## config.mk

```make
export PLATFORM = sky130hd
export DESIGN_NAME = md_sequencer_flat
export DESIGN_NICKNAME = d
export VERILOG_FILES = /design/src/rtl/md_sequencer_pkg.sv /design/src/rtl/md_sequencer_if.sv /design/src/rtl/md_sequencer_counter.sv /design/src/rtl/md_sequencer.sv /design/src/flat_wrapper.sv
export SDC_FILE = /design/constraint.sdc
export NUM_CORES = 1
export LEC_CHECK = 0
export BUFFER_PORTS_ARGS = -buffer_cell sky130_fd_sc_hd__buf_2
export CAP_MARGIN = 40
export CORE_MARGIN = 10
export CORE_UTILIZATION = 46
export DETAILED_ROUTE_END_ITERATION = 6
export PLACE_DENSITY = 0.79
export SYNTH_ARGS = -nofsm -noshare
export SYNTH_HDL_FRONTEND = slang
export SYNTH_SLANG_ARGS = --single-unit
export TNS_END_PERCENT = 100
```

## constraint.sdc

```tcl
create_clock -name clock -period 2.3 [get_ports clock]
set_clock_uncertainty 0.15 [all_clocks]
set_input_delay 0.46 -clock clock [delete_from_list [all_inputs] [get_ports clock]]
set_output_delay 0.46 -clock clock [all_outputs]
set_load 0.01 [all_outputs]
```

## src/rtl/md_sequencer_pkg.sv

```systemverilog
// md_sequencer_pkg: shared state encoding and multdiv status codes
package md_sequencer_pkg;
    typedef enum logic [1:0] {
        S_IDLE = 2'd0,
        S_WAIT = 2'd1,
        S_WB   = 2'd2
    } state_t;
    localparam logic [31:0] EXC_NONE       = 32'd0;
    localparam logic [31:0] EXC_MULT       = 32'd4;
    localparam logic [31:0] EXC_DIV        = 32'd5;
    localparam logic [31:0] EXC_MD_TIMEOUT = 32'd6;
endpackage

```

## src/rtl/md_sequencer_if.sv

```systemverilog
// md_sequencer_if: execute-stage <-> multdiv sequencer signal bundle
interface md_sequencer_if;
    logic        ctrl_md_req;
    logic [4:0]  ctrl_md_dest;
    logic        ctrl_md_ready;
    logic [31:0] data_multdiv;
    logic [31:0] exception_MultDiv;
    logic        flush;
    logic        ctrl_md_start;
    logic        stall;
    logic        md_busy;
    logic        ctrl_md_we;
    logic [4:0]  ctrl_md_writeReg;
    logic [31:0] data_md_wb;
    logic        ctrl_excep_we;
    logic [31:0] data_excep;
    modport master (
        output ctrl_md_req, ctrl_md_dest, ctrl_md_ready, data_multdiv, exception_MultDiv, flush,
        input  ctrl_md_start, stall, md_busy, ctrl_md_we, ctrl_md_writeReg, data_md_wb,
               ctrl_excep_we, data_excep
    );
    modport slave (
        input  ctrl_md_req, ctrl_md_dest, ctrl_md_ready, data_multdiv, exception_MultDiv, flush,
        output ctrl_md_start, stall, md_busy, ctrl_md_we, ctrl_md_writeReg, data_md_wb,
               ctrl_excep_we, data_excep
    );
endinterface

```

## src/rtl/md_sequencer_counter.sv

```systemverilog
// md_sequencer_counter: wait-cycle counter with enable and synchronous clear
module md_sequencer_counter #(
    parameter int CNT_W = 6
) (
    input  logic             i_clock,
    input  logic             i_reset,
    input  logic             i_en,
    input  logic             i_clr,
    output logic [CNT_W-1:0] o_count
);
    logic [CNT_W-1:0] r_count;
    // clear wins over enable so a fresh operation always starts from zero
    always_ff @(posedge i_clock) begin
        if (i_reset || i_clr) r_count <= '0;
        else if (i_en) r_count <= r_count + 1'b1;
    end
    assign o_count = r_count;
endmodule

```

## src/rtl/md_sequencer.sv

```systemverilog
// md_sequencer: issues one multdiv start, stalls until result or timeout, then one writeback cycle
module md_sequencer
    import md_sequencer_pkg::*;
#(
    parameter int TIMEOUT = 40,
    parameter int CNT_W   = 6
) (
    input logic           clock,
    input logic           reset,
    md_sequencer_if.slave md
);
    state_t           r_state, w_next;
    logic [4:0]       r_dest;
    logic [31:0]      r_data, r_exc;
    logic [CNT_W-1:0] w_count;
    logic             w_start, w_timeout, w_wb, w_wait;
    md_sequencer_counter #(.CNT_W(CNT_W)) u_cnt (
        .i_clock (clock),
        .i_reset (reset),
        .i_en    (w_wait),
        .i_clr   (w_start),
        .o_count (w_count)
    );
    // next-state and outputs; reset blanks every output, including the combinational IDLE terms
    always_comb begin
        w_wait    = r_state == S_WAIT;
        w_start   = ~reset & (r_state == S_IDLE) & md.ctrl_md_req & ~md.flush;
        w_timeout = w_count == CNT_W'(TIMEOUT - 1);
        w_wb      = ~reset & (r_state == S_WB) & ~md.flush;
        w_next    = S_IDLE;
        case (r_state)
            S_IDLE:  w_next = w_start ? S_WAIT : S_IDLE;
            S_WAIT:  w_next = md.flush ? S_IDLE : (md.ctrl_md_ready | w_timeout) ? S_WB : S_WAIT;
            default: w_next = S_IDLE;
        endcase
        md.ctrl_md_start    = w_start;
        md.stall            = w_start | (~reset & w_wait);
        md.md_busy          = ~reset & w_wait;
        md.ctrl_excep_we    = w_wb & (r_exc != EXC_NONE);
        md.ctrl_md_we       = w_wb & (r_exc == EXC_NONE) & (r_dest != 5'd0);
        md.ctrl_md_writeReg = reset ? 5'd0 : r_dest;
        md.data_md_wb       = reset ? 32'd0 : r_data;
        md.data_excep       = reset ? 32'd0 : r_exc;
    end
    // state register plus dest/result latches; a flush in WAIT leaves the result latches untouched
    always_ff @(posedge clock) begin
        if (reset) begin
            r_state <= S_IDLE;
            r_dest  <= '0;
            r_data  <= '0;
            r_exc   <= '0;
        end else begin
            r_state <= w_next;
            if (w_start) r_dest <= md.ctrl_md_dest;
            if (w_wait && !md.flush && (md.ctrl_md_ready || w_timeout)) begin
                r_data <= md.ctrl_md_ready ? md.data_multdiv : 32'd0;
                r_exc  <= md.ctrl_md_ready ? md.exception_MultDiv : EXC_MD_TIMEOUT;
            end
        end
    end
endmodule

```

## src/flat_wrapper.sv

```systemverilog
// flat-port wrapper written by rule: the top's interface ports become plain ports
module md_sequencer_flat import md_sequencer_pkg::*;
#(
    parameter int TIMEOUT = 40,
    parameter int CNT_W   = 6
)
  (clock, reset, md_ctrl_md_req, md_ctrl_md_dest, md_ctrl_md_ready, md_data_multdiv, md_exception_MultDiv, md_flush, md_ctrl_md_start, md_stall, md_md_busy, md_ctrl_md_we, md_ctrl_md_writeReg, md_data_md_wb, md_ctrl_excep_we, md_data_excep);
  md_sequencer_if md_i ();
  input logic clock;
  input logic reset;
  input wire logic [$bits(md_i.ctrl_md_req)-1:0] md_ctrl_md_req;
  input wire logic [$bits(md_i.ctrl_md_dest)-1:0] md_ctrl_md_dest;
  input wire logic [$bits(md_i.ctrl_md_ready)-1:0] md_ctrl_md_ready;
  input wire logic [$bits(md_i.data_multdiv)-1:0] md_data_multdiv;
  input wire logic [$bits(md_i.exception_MultDiv)-1:0] md_exception_MultDiv;
  input wire logic [$bits(md_i.flush)-1:0] md_flush;
  output wire logic [$bits(md_i.ctrl_md_start)-1:0] md_ctrl_md_start;
  output wire logic [$bits(md_i.stall)-1:0] md_stall;
  output wire logic [$bits(md_i.md_busy)-1:0] md_md_busy;
  output wire logic [$bits(md_i.ctrl_md_we)-1:0] md_ctrl_md_we;
  output wire logic [$bits(md_i.ctrl_md_writeReg)-1:0] md_ctrl_md_writeReg;
  output wire logic [$bits(md_i.data_md_wb)-1:0] md_data_md_wb;
  output wire logic [$bits(md_i.ctrl_excep_we)-1:0] md_ctrl_excep_we;
  output wire logic [$bits(md_i.data_excep)-1:0] md_data_excep;
  assign md_i.ctrl_md_req = md_ctrl_md_req;
  assign md_i.ctrl_md_dest = md_ctrl_md_dest;
  assign md_i.ctrl_md_ready = md_ctrl_md_ready;
  assign md_i.data_multdiv = md_data_multdiv;
  assign md_i.exception_MultDiv = md_exception_MultDiv;
  assign md_i.flush = md_flush;
  assign md_ctrl_md_start = md_i.ctrl_md_start;
  assign md_stall = md_i.stall;
  assign md_md_busy = md_i.md_busy;
  assign md_ctrl_md_we = md_i.ctrl_md_we;
  assign md_ctrl_md_writeReg = md_i.ctrl_md_writeReg;
  assign md_data_md_wb = md_i.data_md_wb;
  assign md_ctrl_excep_we = md_i.ctrl_excep_we;
  assign md_data_excep = md_i.data_excep;
  md_sequencer #(.TIMEOUT(TIMEOUT), .CNT_W(CNT_W)) u_core (.clock(clock), .reset(reset), .md(md_i));
endmodule
```

==> key figures <==
Die
  • # IOs: 148
  • Die Ht: 103 µm
  • Floorplan row count: 30
  • CORE AREA: 0.00672 mm²
  • Starting Density: 47.0%
  • Die X: about 100 µm
  • Die area: around 0.011 mm²

Route
  • DRT Pass-1 Iters: 4
  • DR vias: 2745
  • Drt wl/cell: 17.1 µm
  • 1st-iter DRT viols: 89
  • DRT antenna net count: 0
  • DRC violations left: 0
  • Final WL: 8.91 mm
  • Vias per inst: 5.26

Yosys
  • Warnings, synthesis: 0
  • Distinct cells, synth: 36
  • Syn nets: 371
  • Mapped Cells: 296
  • Synth area leader: dfxtp_1
  • Synthesis-stage register bit count: 77
  • Syn avg cell area: roughly 11 µm²
  • Seq/Total Area, Yosys: between 40% and 50%
  • Synth Cell Area: 0.00316 mm²
  • Synth area leaders: dfxtp_1 (49%), nor2b_1 (13%), a22o_1 (12%)
  • Top-area cell type share of the netlist area: between 40% and 50%

Cells and area
  • Multi-input logic area: about 0.0015 mm²
  • Syn-to-layout area delta: 32.3%
  • Antenna diode count: 0
  • Fillers: 606
  • Commonest non-fill, non-tap cell in the layout: buf_2
  • Seq. cell area: 0.00154 mm²
  • Fraction of layout cells with a size suffix above 1: 47.1%
  • Commonest non-fill, non-tap cells in the layout: buf_2 (147), dfxtp_1 (75), nor2b_1 (67), a22o_1 (43), a22o_2 (19)
  • Final nets: between 500 and 600

Worst hold path
  • Hold Path Sink: u_core.r_data[23]
  • Min-delay src: md_data_multdiv[23]
  • Hold Crit Class: in -> reg
  • Hold path depth: 2

Flow run
  • Max Cap Viol: 0

Global route
  • Vias in the first global route: 2708
  • Remaining global-route overflow: 0
  • Antenna violations before repair: 0
  • Gr usage total: between 15 and 20%
  • Global-route wire length before repair: 13.4 mm
  • Largest net degree at the start of global routing: 78

Clock network
  • Clock Pin Slew Worst Setup and Hold Paths: around 0.080 ns
  • CTS sink cnt: 77
  • Clock root cell: clkbuf_8
  • H-tree Lvls: 3
  • Clock latency on the worst-skew pair: 0.33 ns
  • Post-CTS setup buffers: 0
  • Post-CTS Hold Buffers: 0
  • Inserted Clock Buffers: 9
  • CTS tree: built
  • CTS Buffer Depth: 2

Timing
  • RSZ-0062 raised after global routing: false
  • Slew Limit Headroom: 77.5%
  • Setup WS post-layout: about 0.08 ns
  • Slew Limit Fails: 0
  • Setup TNS: 0 ns
  • Slew @ Worst Pin: 0.337 ns
  • Crit share post-route: a little over nine tenths
  • Final-report setup violation count: 0
  • Period minus WS final: 2.22 ns
  • Fmax: 450 MHz
  • Final hold vios: 0

Pwr
  • Leakage: 2.04 nW
  • Peak supply drop: 0.394 mV
  • Pwr dens: ~630 mW/mm²

Place
  • IO Port Bufs: 147
  • Final HPWL DP: between 6 and 7 mm
  • Placer Congestion: 0.780
  • Post-place setup slack: approximately 0.24 ns

Setup path
  • Worst EP arrival: between 1.5 and 2 ns
  • CP Capture Type: output port
  • Worst Setup SP: u_core.r_exc[11]
  • Critical path peak fanout: 3
  • Reg2Reg Depth: 5
  • Reg-to-reg critical path endpoint: u_core.r_exc[20]
  • FF-to-FF Start: u_core.u_cnt.o_count[0]
  • Startpoint Class: register
  • Critical path required time: about 1.7 ns
  • Reg2Reg Setup Slack: 0.51 ns
  • Type of the worst setup path: reg -> out

Status
  • Run status: complete, no violations
## per-layer routing
| layer | track usage [%] | vias to the layer above | share of wire (%) |
|---|---|---|---|
| met2 | 26.8 | 92 | 49 |
| li1 | - | 1351 | - |
| met1 | 19.1 | 1295 | 42 |
| met5 | 0 | - | 0 |
| met3 | 4.36 | 7 | 7.6 |
| met4 | 6.42 | 0 | 1.2 |
## registers in the layout (all words and copies together), names as in the netlist
| register | count |
|---|---|
| u_core.r_dest | 5 |
| u_core.r_state | 2 |
| u_core.u_cnt.o_count | 6 |
| u_core.r_data | 32 |
| u_core.r_exc | 32 |
## worst max path at each step
| stage | slack, ns | endpoint |
|---|---|---|
| 2_1_floorplan | 0.45 | md_stall |
| 3_3_place_gp | 0.29 | md_ctrl_md_we |
| 3_5_place_dp | 0.24 | md_ctrl_md_we |
| 4_1_cts | 0.02 | md_ctrl_md_we |
| 5_1_grt | 0.006 | md_ctrl_excep_we |
| 6_report | 0.08 | md_ctrl_excep_we |
## layout make-up
class / count / share of cell area (%)
Clock buffer: 12 / 3.95
Clock inverter: 3 / 1.05
Inverter: 6 / 0.539
Multi-Input combinational cell: 191 / 35.8
Sequential cell: 77 / 36.9
Tap cell: 80 / 2.40
Timing Repair Buffer: 153 / 19.3
## synthesized netlist by cell type, drive strengths merged
cell / instances
a211oi: 1
a21o: 1
a21oi: 6
a22o: 62
a31o: 1
and4bb: 3
buf: 11
clkbuf: 11
dfxtp: 77
ha: 1
inv: 6
mux2: 5
mux2i: 1
nand2: 1
nand2b: 1
nand3: 2
nand3b: 2
nand4: 2
nand4b: 1
nor2: 7
nor2b: 67
nor3: 2
nor4: 8
nor4b: 1
o211a: 1
o211ai: 1
o21ai: 6
o41ai: 1
or3: 3
or4: 1
or4bb: 1
xor2: 2
## kinds of logic (layout without fill, tap and decap cells)
family,count (synthesis),after routing,synth area share (%)
compound gates,80,80,21.5
xor+xnor,2,2,0.555
fa+ha+maj,1,1,0.396
buf+inv,28,174,5.43
flops,77,77,48.8
mux,6,6,2.10
simple gates,102,102,21.2
## stage by stage
| stage | cell area (µm²) | power [mW] | cells | hold WS [ns] | utilization [%] |
|---|---|---|---|---|---|
| after floorplan | 3160 | 1.50 | 296 | 0.294 | - |
| after global placement | 3930 | 1.60 | 507 | 0.309 | 58.5 |
| after detailed placement | 3930 | 1.61 | 507 | 0.328 | 58.5 |
| after CTS | 4140 | 2.65 | 522 | 0.159 | 61.7 |
| after global routing | 4180 | 2.74 | 522 | 0.162 | 62.2 |
| final | 4180 | 2.62 | 522 | 0.176 | 62.2 |
## critical path: stages (launching register included)
cell	delay [ns]
dfxtp_2	0.34
nor4_4	0.30
nand4_1	0.22
o211a_1	0.27
buf_2	0.14
## report_power, final
| group | internal [mW] | total [mW] | switching [mW] |
|---|---|---|---|
| logic | 0.103 | 0.207 | 0.104 |
| registers | 1.36 | 1.37 | 0.0149 |
| clock network | 0.585 | 1.05 | 0.461 |
| total | 2.04 | 2.62 | 0.580 |
## repair_timing
item | CTS | global route
pin swaps | 0 | 3
gates cloned | 0 | 0
setup endpoints to repair | 1 | 4
resized for setup | 1 | 7
Note: power is estimated with default switching activity, not from simulation.
